### config.mk
export PLATFORM = sky130hd
export DESIGN_NAME = instr_sequencer
export DESIGN_NICKNAME = d
export VERILOG_FILES = /design/src/rtl/cpu_pkg.sv /design/src/rtl/branch_cond.sv /design/src/rtl/instr_sequencer.sv
export SDC_FILE = /design/constraint.sdc
export NUM_CORES = 1
export LEC_CHECK = 0
export CORE_UTILIZATION = 28
export DETAILED_ROUTE_END_ITERATION = 10
export HOLD_SLACK_MARGIN = 0.02
export PLACE_DENSITY_LB_ADDON = 0.1
export SLEW_MARGIN = 20
export SYNTH_ARGS = -nofsm -noshare
export SYNTH_HDL_FRONTEND = slang
export SYNTH_SLANG_ARGS = --single-unit
### constraint.sdc
create_clock -name clk -period 2.9 [get_ports clk]
set_clock_uncertainty 0.05 [all_clocks]
set_input_delay 0.58 -clock clk [delete_from_list [all_inputs] [get_ports clk]]
set_output_delay 0.58 -clock clk [all_outputs]
set_load 0.01 [all_outputs]
### src/rtl/cpu_pkg.sv
// Shared opcode map, opcode-class ranges and sequencer state encodings
// for the accumulator CPU control path.
package cpu_pkg;

    localparam int OP_W = 6;

    localparam logic [OP_W-1:0] OP_LOAD  = 6'h00;
    localparam logic [OP_W-1:0] OP_STORE = 6'h01;
    localparam logic [OP_W-1:0] OP_BRZ   = 6'h02;
    localparam logic [OP_W-1:0] OP_BRN   = 6'h03;
    localparam logic [OP_W-1:0] OP_BRC   = 6'h04;
    localparam logic [OP_W-1:0] OP_BRO   = 6'h05;
    localparam logic [OP_W-1:0] OP_BRA   = 6'h06;
    localparam logic [OP_W-1:0] OP_JMP   = 6'h07;
    localparam logic [OP_W-1:0] OP_RET   = 6'h08;
    localparam logic [OP_W-1:0] OP_ADD   = 6'h09;
    localparam logic [OP_W-1:0] OP_SUB   = 6'h0A;
    localparam logic [OP_W-1:0] OP_AND   = 6'h0B;
    localparam logic [OP_W-1:0] OP_OR    = 6'h0C;
    localparam logic [OP_W-1:0] OP_XOR   = 6'h0D;
    localparam logic [OP_W-1:0] OP_NOT   = 6'h0E;
    localparam logic [OP_W-1:0] OP_MOV   = 6'h0F;
    localparam logic [OP_W-1:0] OP_MUL   = 6'h10;
    localparam logic [OP_W-1:0] OP_DIV   = 6'h11;
    localparam logic [OP_W-1:0] OP_MOD   = 6'h12;
    localparam logic [OP_W-1:0] OP_SHL   = 6'h13;
    localparam logic [OP_W-1:0] OP_SHR   = 6'h14;
    localparam logic [OP_W-1:0] OP_ADC   = 6'h15;
    localparam logic [OP_W-1:0] OP_SBC   = 6'h16;
    localparam logic [OP_W-1:0] OP_CMP   = 6'h17;
    localparam logic [OP_W-1:0] OP_TST   = 6'h18;
    localparam logic [OP_W-1:0] OP_INC   = 6'h19;
    localparam logic [OP_W-1:0] OP_DEC   = 6'h1A;

    localparam logic [OP_W-1:0] BR_FIRST  = OP_BRZ;
    localparam logic [OP_W-1:0] BR_LAST   = OP_RET;
    localparam logic [OP_W-1:0] ALU_FIRST = OP_ADD;
    localparam logic [OP_W-1:0] ALU_LAST  = OP_DEC;
    localparam logic [OP_W-1:0] MC_FIRST  = OP_MUL;
    localparam logic [OP_W-1:0] MC_LAST   = OP_MOD;

    typedef logic [2:0] state_t;

    localparam state_t S_IDLE   = 3'd0;
    localparam state_t S_FETCH  = 3'd1;
    localparam state_t S_DECODE = 3'd2;
    localparam state_t S_EXEC   = 3'd3;
    localparam state_t S_MEM    = 3'd4;
    localparam state_t S_WB     = 3'd5;
    localparam state_t S_BRANCH = 3'd6;
    localparam state_t S_FAULT  = 3'd7;

endpackage

### src/rtl/branch_cond.sv
// Combinational branch-taken evaluation for the conditional branch,
// unconditional branch, jmp and ret opcodes.
module branch_cond #(
    parameter int OPCODE_W = 6
) (
    input  logic [OPCODE_W-1:0] opcode,
    input  logic                flag_z,
    input  logic                flag_n,
    input  logic                flag_c,
    input  logic                flag_v,
    output logic                taken
);
    import cpu_pkg::*;

    always_comb begin
        taken = 1'b0;
        case (opcode)
            OPCODE_W'(OP_BRZ): taken = flag_z;
            OPCODE_W'(OP_BRN): taken = flag_n;
            OPCODE_W'(OP_BRC): taken = flag_c;
            OPCODE_W'(OP_BRO): taken = flag_v;
            OPCODE_W'(OP_BRA),
            OPCODE_W'(OP_JMP),
            OPCODE_W'(OP_RET): taken = 1'b1;
            default:           taken = 1'b0;
        endcase
    end

endmodule

### src/rtl/instr_sequencer.sv
// Multi-cycle fetch/decode/execute/memory/writeback control FSM.
// Optional memory-request watchdog: define INSTR_SEQ_MEM_TIMEOUT_EN.
module instr_sequencer #(
    parameter int OPCODE_W    = 6,
    parameter int MEM_TIMEOUT = 15
) (
    input  logic                clk,
    input  logic                rst,
    input  logic                run,
    input  logic [OPCODE_W-1:0] opcode,
    input  logic                flag_z,
    input  logic                flag_n,
    input  logic                flag_c,
    input  logic                flag_v,
    input  logic                mem_ack,
    input  logic                alu_done,
    output logic                mem_req,
    output logic                mem_we,
    output logic                mem_sel,
    output logic                ir_ld,
    output logic                alu_start,
    output logic                acc_ld,
    output logic                flags_ld,
    output logic                pc_inc,
    output logic                pc_load,
    output logic                stk_push,
    output logic                stk_pop,
    output logic                instr_done,
    output logic                fault,
    output logic [2:0]          state_o
);
    import cpu_pkg::*;

    state_t state;
    state_t state_nx;
    logic   exec_wait;
    logic   taken;
    logic   timeout;

    logic is_store, is_mem, is_branch, is_alu, is_multi;
    logic is_jmp, is_ret, no_acc, no_flags;

    assign is_store  = (opcode == OPCODE_W'(OP_STORE));
    assign is_mem    = (opcode == OPCODE_W'(OP_LOAD)) || is_store;
    assign is_branch = (opcode >= OPCODE_W'(BR_FIRST)) && (opcode <= OPCODE_W'(BR_LAST));
    assign is_alu    = (opcode >= OPCODE_W'(ALU_FIRST)) && (opcode <= OPCODE_W'(ALU_LAST));
    assign is_multi  = (opcode >= OPCODE_W'(MC_FIRST)) && (opcode <= OPCODE_W'(MC_LAST));
    assign is_jmp    = (opcode == OPCODE_W'(OP_JMP));
    assign is_ret    = (opcode == OPCODE_W'(OP_RET));
    assign no_acc    = (opcode == OPCODE_W'(OP_CMP)) || (opcode == OPCODE_W'(OP_TST));
    assign no_flags  = (opcode == OPCODE_W'(OP_MOV)) || is_mem;

    branch_cond #(.OPCODE_W(OPCODE_W)) u_branch_cond (
        .opcode (opcode),
        .flag_z (flag_z),
        .flag_n (flag_n),
        .flag_c (flag_c),
        .flag_v (flag_v),
        .taken  (taken)
    );

`ifdef INSTR_SEQ_MEM_TIMEOUT_EN
    localparam int TW = $clog2(MEM_TIMEOUT + 1);
    logic [TW-1:0] wait_cnt;

    always_ff @(posedge clk or posedge rst) begin
        if (rst)
            wait_cnt <= '0;
        else if (state_nx != state)
            wait_cnt <= '0;
        else if (mem_req && !mem_ack)
            wait_cnt <= wait_cnt + TW'(1);
    end

    // Fires on the MEM_TIMEOUT-th consecutive unacknowledged request cycle.
    assign timeout = mem_req && !mem_ack && (wait_cnt == TW'(MEM_TIMEOUT - 1));
`else
    // Without the watchdog a request waits for its ack indefinitely.
    assign timeout = (MEM_TIMEOUT < 0);
`endif

    always_comb begin
        state_nx = state;
        case (state)
            S_IDLE:   if (run) state_nx = S_FETCH;
            S_FETCH: begin
                if (mem_ack)      state_nx = S_DECODE;
                else if (timeout) state_nx = S_FAULT;
            end
            S_DECODE: begin
                if (is_mem)         state_nx = S_MEM;
                else if (is_branch) state_nx = S_BRANCH;
                else if (is_alu)    state_nx = S_EXEC;
                else                state_nx = S_FAULT;
            end
            S_EXEC: begin
                if (!is_multi || (exec_wait && alu_done)) state_nx = S_WB;
            end
            S_MEM: begin
                if (mem_ack)      state_nx = is_store ? (run ? S_FETCH : S_IDLE) : S_WB;
                else if (timeout) state_nx = S_FAULT;
            end
            S_WB, S_BRANCH: state_nx = run ? S_FETCH : S_IDLE;
            S_FAULT:  state_nx = S_FAULT;
            default:  state_nx = S_IDLE;
        endcase
    end

    always_ff @(posedge clk or posedge rst) begin
        if (rst) begin
            state     <= S_IDLE;
            exec_wait <= 1'b0;
        end else begin
            state     <= state_nx;
            // Marks EXEC cycles after the first, so alu_start is a single pulse
            // and alu_done is only honoured once the ALU has been started.
            exec_wait <= (state == S_EXEC) && (state_nx == S_EXEC);
        end
    end

    always_comb begin
        mem_req    = 1'b0;
        mem_we     = 1'b0;
        mem_sel    = 1'b0;
        ir_ld      = 1'b0;
        alu_start  = 1'b0;
        acc_ld     = 1'b0;
        flags_ld   = 1'b0;
        pc_inc     = 1'b0;
        pc_load    = 1'b0;
        stk_push   = 1'b0;
        stk_pop    = 1'b0;
        instr_done = 1'b0;
        case (state)
            S_FETCH: begin
                mem_req = 1'b1;
                ir_ld   = mem_ack;
            end
            S_EXEC: alu_start = !exec_wait;
            S_MEM: begin
                mem_req    = 1'b1;
                mem_sel    = 1'b1;
                mem_we     = is_store;
                pc_inc     = mem_ack && is_store;
                instr_done = mem_ack && is_store;
            end
            S_WB: begin
                acc_ld     = !no_acc;
                flags_ld   = !no_flags;
                pc_inc     = 1'b1;
                instr_done = 1'b1;
            end
            S_BRANCH: begin
                pc_load    = taken;
                pc_inc     = !taken;
                stk_push   = is_jmp;
                stk_pop    = is_ret;
                instr_done = 1'b1;
            end
            default: ;
        endcase
    end

    assign fault   = (state == S_FAULT);
    assign state_o = state;

endmodule

; Yosys cells after proc, flatten, opt, wreduce, memory -nomap -nowiden
; Index checks and enable logic that the tools add are counted.
[totals]
regBits = 4
input_bits = 15
out_inout_bits = 16
elab_cells = 70
[op_classes]
magnitude_cmp = 6
eq_ne = 19
mux = 23
n_reduce_logical = 20
[op_table]
columns = op, count
row1 = $eq A6 B3 Y1 const B, 4
row2 = $mux W3, 8
row3 = $pmux W3 S7, 1
row4 = $eq A3 B3 Y1 const B, 4
row5 = $eq A6 B2 Y1 const B, 2
row6 = $eq A6 B4 Y1 const B, 2
row7 = $eq A6 B5 Y1 const B, 2
row8 = $le A6 B5 Y1 const B, 2
row9 = $mux W1, 11
row10 = $eq A3 B2 Y1 const B, 3
row11 = $eq A6 B1 Y1 const B, 1
row12 = $ge A6 B2 Y1 const B, 1
row13 = $ge A6 B4 Y1 const B, 1
row14 = $ge A6 B5 Y1 const B, 1
row15 = $le A6 B4 Y1 const B, 1
row16 = $logic_and A1 B1 Y1, 6
row17 = $logic_not A6 Y1, 1
row18 = $logic_not A1 Y1, 5
row19 = $pmux W1 S5, 1
row20 = $logic_or A1 B1 Y1, 4
row21 = $reduce_or A2 Y1, 2
row22 = $eq A3 B1 Y1 const B, 1
row23 = $logic_not A3 Y1, 1
row24 = $pmux W1 S3, 1
row25 = 2 further kinds, 2

; Logic depth before layout (Yosys ltp)
; Gate-level depths: netlist of the first run.
[logic_depth]
depth_word = 8
mapped_depth = 6
depth_no_buf = 5

; Hierarchy
; A second synthesis of the first run with hierarchy kept.
[hier_totals]
hier_cells = 75
area_unflattened_um2 = 536.8
[by_module_without_submodules]
columns = mod, n_inst, cells_per_inst, area_per_inst_um2, seq_area_each_um2
row1 = instr_sequencer, 1, 67, 483.0, 100.1
row2 = branch_cond, 1, 8, 53.8, 0.0

; Worst setup path before layout of the first run
; OpenSTA, ideal clock, no wires.
[synth_path]
path_kind = input -> output
from = in opcode[2]
to = out pc_inc
arrival_ns = 1.459
required_ns = 2.270
setup_slack_ns = 0.811
path_stages = 5
path_cell_list = buf_4 > nor3_4 > a41o_1 > nand3_2 > a31oi_1
[synth_via]
elab_chain_cells = 5
elab_cells_between_ends = 13
classes_between = eq/ne (8) / mux (2) / reduce/logical (3)
[synth_rtl]
columns = item, line
row1 = from (decl), instr_sequencer.sv:10  ; input logic [OPCODE_W-1:0] opcode,
row2 = $eq A6 B3 Y1 or $eq A6 B4 Y1 (tied branches), branch_cond.sv:17  ; case (opcode)
row3 = $reduce_or A3 Y1, branch_cond.sv:17
row4 = $pmux W1 S5, branch_cond.sv:17
row5 = $logic_not A1 Y1, instr_sequencer.sv:155  ; pc_inc = !taken;
row6 = $pmux W1 S3 (*), instr_sequencer.sv:134  ; case (state)
row7 = to (decl), instr_sequencer.sv:24  ; output logic pc_inc,
; Mark *: on every way between the ends. The rest lies on a longest branch, timed or not.

; Worst setup path in the final report of the first run
[layout_path]
from = in opcode[4]
to = out stk_push
[layout_via]
elab_chain_cells = 2
[layout_rtl]
columns = item, line
row1 = $eq A6 B3 Y1, instr_sequencer.sv:48  ; assign is_jmp = (opcode == OPCODE_W'(OP_JMP));
row2 = $mux W1, instr_sequencer.sv:134
row3 = to (decl), instr_sequencer.sv:26  ; output logic stk_push,
; No other way between the ends.

==> metrics.cfg, run 1 <==
[final_layout]
antenna_cells=0
stdcell_count=147
area_growth_pct=78.54
fillers=188
final_area_um2=1010
nets=139
drive_gt1_share_pct=23.77

[clock_tree]
clkSinkCount=4
cts.clk_slew.worst_paths_ps=40
clkLatencyLatePin_ps=230
hold_buffers=0
cts_max_path_buffers=2
clk_root_buffer_cell=clkbuf_4
cts-htree-levels=1
cts_buffers=3
cts_tree=done
cts_setup_buffers=0

[worst_setup_path]
critPathKind=in2out
r2r_cells=6
cp.arrival_ps=2160
worstPathRequired_ps=2270
reg2reg_from=state_o[1]
crit_cells=5
cpPeakStageDelay_ps=560
critical-path-slowest-cell=clkdlybuf4s50_1
startpoint=opcode[4]
crit_family=buffers and inverters
crit_chain=clkdlybuf4s50_1, nor2_2, nand4b_1, nor3_1, clkdlybuf4s50_1
critPathMaxFanout=4
crit_top_cell=clkdlybuf4s50_1
crit_path_end_kind=output port
cp_num_buf_inv=2
start_kind=primary input

[placement]
hpwl_um=1458
place_congestion=0.7550
port_buffers=30
dp.cells=144
placed_area_um2=983.4

[sta]
hold_viol_final=0
tightest_slew_ps=493.8
fin_setup_tns_ps=0
worst_hold_slack_ps=489.2
setup_viol=0
slew_viol_final=0
rsz0062_at_grt=false
fmax_ghz=0.3587
period_minus_slack_ps=2788
post-route-period-util_pct=96.13
timing.slew.headroom_pct=67.08

[logic_synthesis]
synth-edff-count=0
avgSynthCellArea_um2=7.251
ys_async_sr_fraction_pct=100.0
ys_warn_count=0
synth_area_um2=565.5
synth_nets=93
synth-seq-cells=4
synth_cell_type_count=39
ys_seq_area_share_pct=17.70
synthCells=78
synth_ff_type=dfrtp_1

[floorplanning]
dieArea_um2=2203
die_y_um=46.94
die_w_um=46.94
io_pins=31
core_um2=1802
rows=15
initial_utilization_pct=31.39

[power]
p_per_area_nw_per_um2=632.5
seq_power_share_pct=22.7
peakVddDrop_mv=0.4014
clkPwrFrac_pct=10.7
p_switching_uw=269.7
p_leak_nw=0.4712
pwr-share-comb_pct=66.6
swShare_pct=42.24
internal_power_uw=368.9

[drt]
ant_nets=0
drt-initial-drc-count=4
drtPass1Iterations=3
drc=0
viasPerCell=5.054
drt-total-wl_um=1808
wire_per_inst_um=12.30
num_vias=743

[worst_hold_path]
min_path_type=in2async

[outcome]
status=complete, no violations

[global_routing]
grt-ovfl-total=0
antenna_found_initial=0
grt_max_degree=17
grt_util_all_layers_pct=18.25
grt_pass1_vias=689
grt_pass1_wl_um=2904

[run]
cap_violations=0

## power groups by stage
stage,clock network (mW),registers [mW],logic (mW)
4_1_cts,0.0714,0.144,0.431
5_1_grt,0.0752,0.152,0.461
6_report,0.0686,0.145,0.425
3_3_place_gp,0,0.144,0.436
3_5_place_dp,0,0.146,0.438
2_1_floorplan,0,0.106,0.265
## state kept, by name (all words and copies together), names as in the netlist
signal and cells:
exec_wait 1, state_o 3
## through the flow
stage                     total power, mW  setup slack (ps)  utilization, %
after floorplan                    0.3704             810.7               -
after global placement             0.5801            -87.35           54.58
after detailed placement           0.5838            -174.4           54.58
after CTS                          0.6464             16.53           55.49
after global routing               0.6884             4.287           56.04
final                              0.6386             112.3           56.04
## routing by layer
layer,global-route usage [%],vias to the layer above,routed length [um]
met3,3.462,2,63
li1,-,377,-
met5,0,-,0
met2,33.89,20,903
met1,22.51,344,831
met4,1.714,0,10
## synthesized netlist by cell type (2+ instances only)
library cell  instances  area share [%]
nor2b_1               2             2.2
inv_1                 4             2.7
nor3_1                2             1.8
buf_6                 2             4.0
buf_2                 3             2.7
nand3_1               5             4.4
o22ai_1               2             2.2
nand2_1               4             2.7
a31oi_1               4             4.4
buf_4                 2             2.7
nor2_1                8             5.3
a21oi_1               8             7.1
o21ai_0               2             1.8
dfrtp_1               4              18
nor4_1                2             2.2
## repair_timing
item | in CTS | in global routing
resized for setup | 5 | 4
gates cloned | 0 | 0
setup endpoints to repair | 4 | 5
## worst paths after layout
path,slack (ps),endpoint
worst max-delay path,110,stk_push
worst max register to register,1300,state_o[2]
worst min-delay path,490,state_o[0]
worst min register to register,560,exec_wait
max in group asynchronous,2150,exec_wait
min in group clk,560,exec_wait
## placed cells by master (no fill, tap or decap), drive strengths merged, types with 2 or more instances in the layout
master	synthesis	layout
o21ai	2	2
nand2	4	4
o22ai	2	2
dlygate4sd2	0	5
clkdlybuf4s50	0	22
dlymetal6s2s	0	3
a31oi	4	4
dfrtp	4	4
inv	5	5
nor2	8	8
a21oi	8	8
nor2b	2	2
nor4	2	2
clkbuf	1	3
nand3	6	6
nor3	4	4
buf	7	19
## kinds of logic (layout without fill, tap and decap cells)
family          after synthesis  after routing  share of synthesized area [%]
compound gates               23             23                          26.99
xor+xnor                      1              1                          1.549
buf+inv                      13             57                          13.27
flops                         4              4                          17.70
mux                           1              1                          1.991
simple gates                 36             36                          38.50
## area by class of cell
type	count	area, um2	share of cell area (%)
repair buffers	49	444.2	43.99
clock buffers	3	22.52	2.230
inverters	5	18.77	1.859
well taps	25	31.28	3.098
flip-flops and latches	4	100.1	9.913
multi-input cells	61	392.9	38.91
## worst reg2reg max path, delay by kind of cell (launching register included)
| kind | cells | cell delay [ps] |
|---|---|---|
| buffers and inverters | 2 | 170 |
| AOI/OAI and AO/OA | 1 | 210 |
| and+or+nand+nor | 3 | 540 |
| DFF | 1 | 550 |
Power figures use the tool's default switching activity.
==> inputs of run 2 (changes only) <==
--- a/config.mk
+++ b/config.mk
@@ -6,6 +6,7 @@
 export NUM_CORES = 1
 export LEC_CHECK = 0
 export CORE_UTILIZATION = 28
+export CTS_CLUSTER_SIZE = 20
 export DETAILED_ROUTE_END_ITERATION = 10
 export HOLD_SLACK_MARGIN = 0.02
 export PLACE_DENSITY_LB_ADDON = 0.1
==> results of run 2 <==
The final DEF is identical to that of run 1; final timing and power are the same.
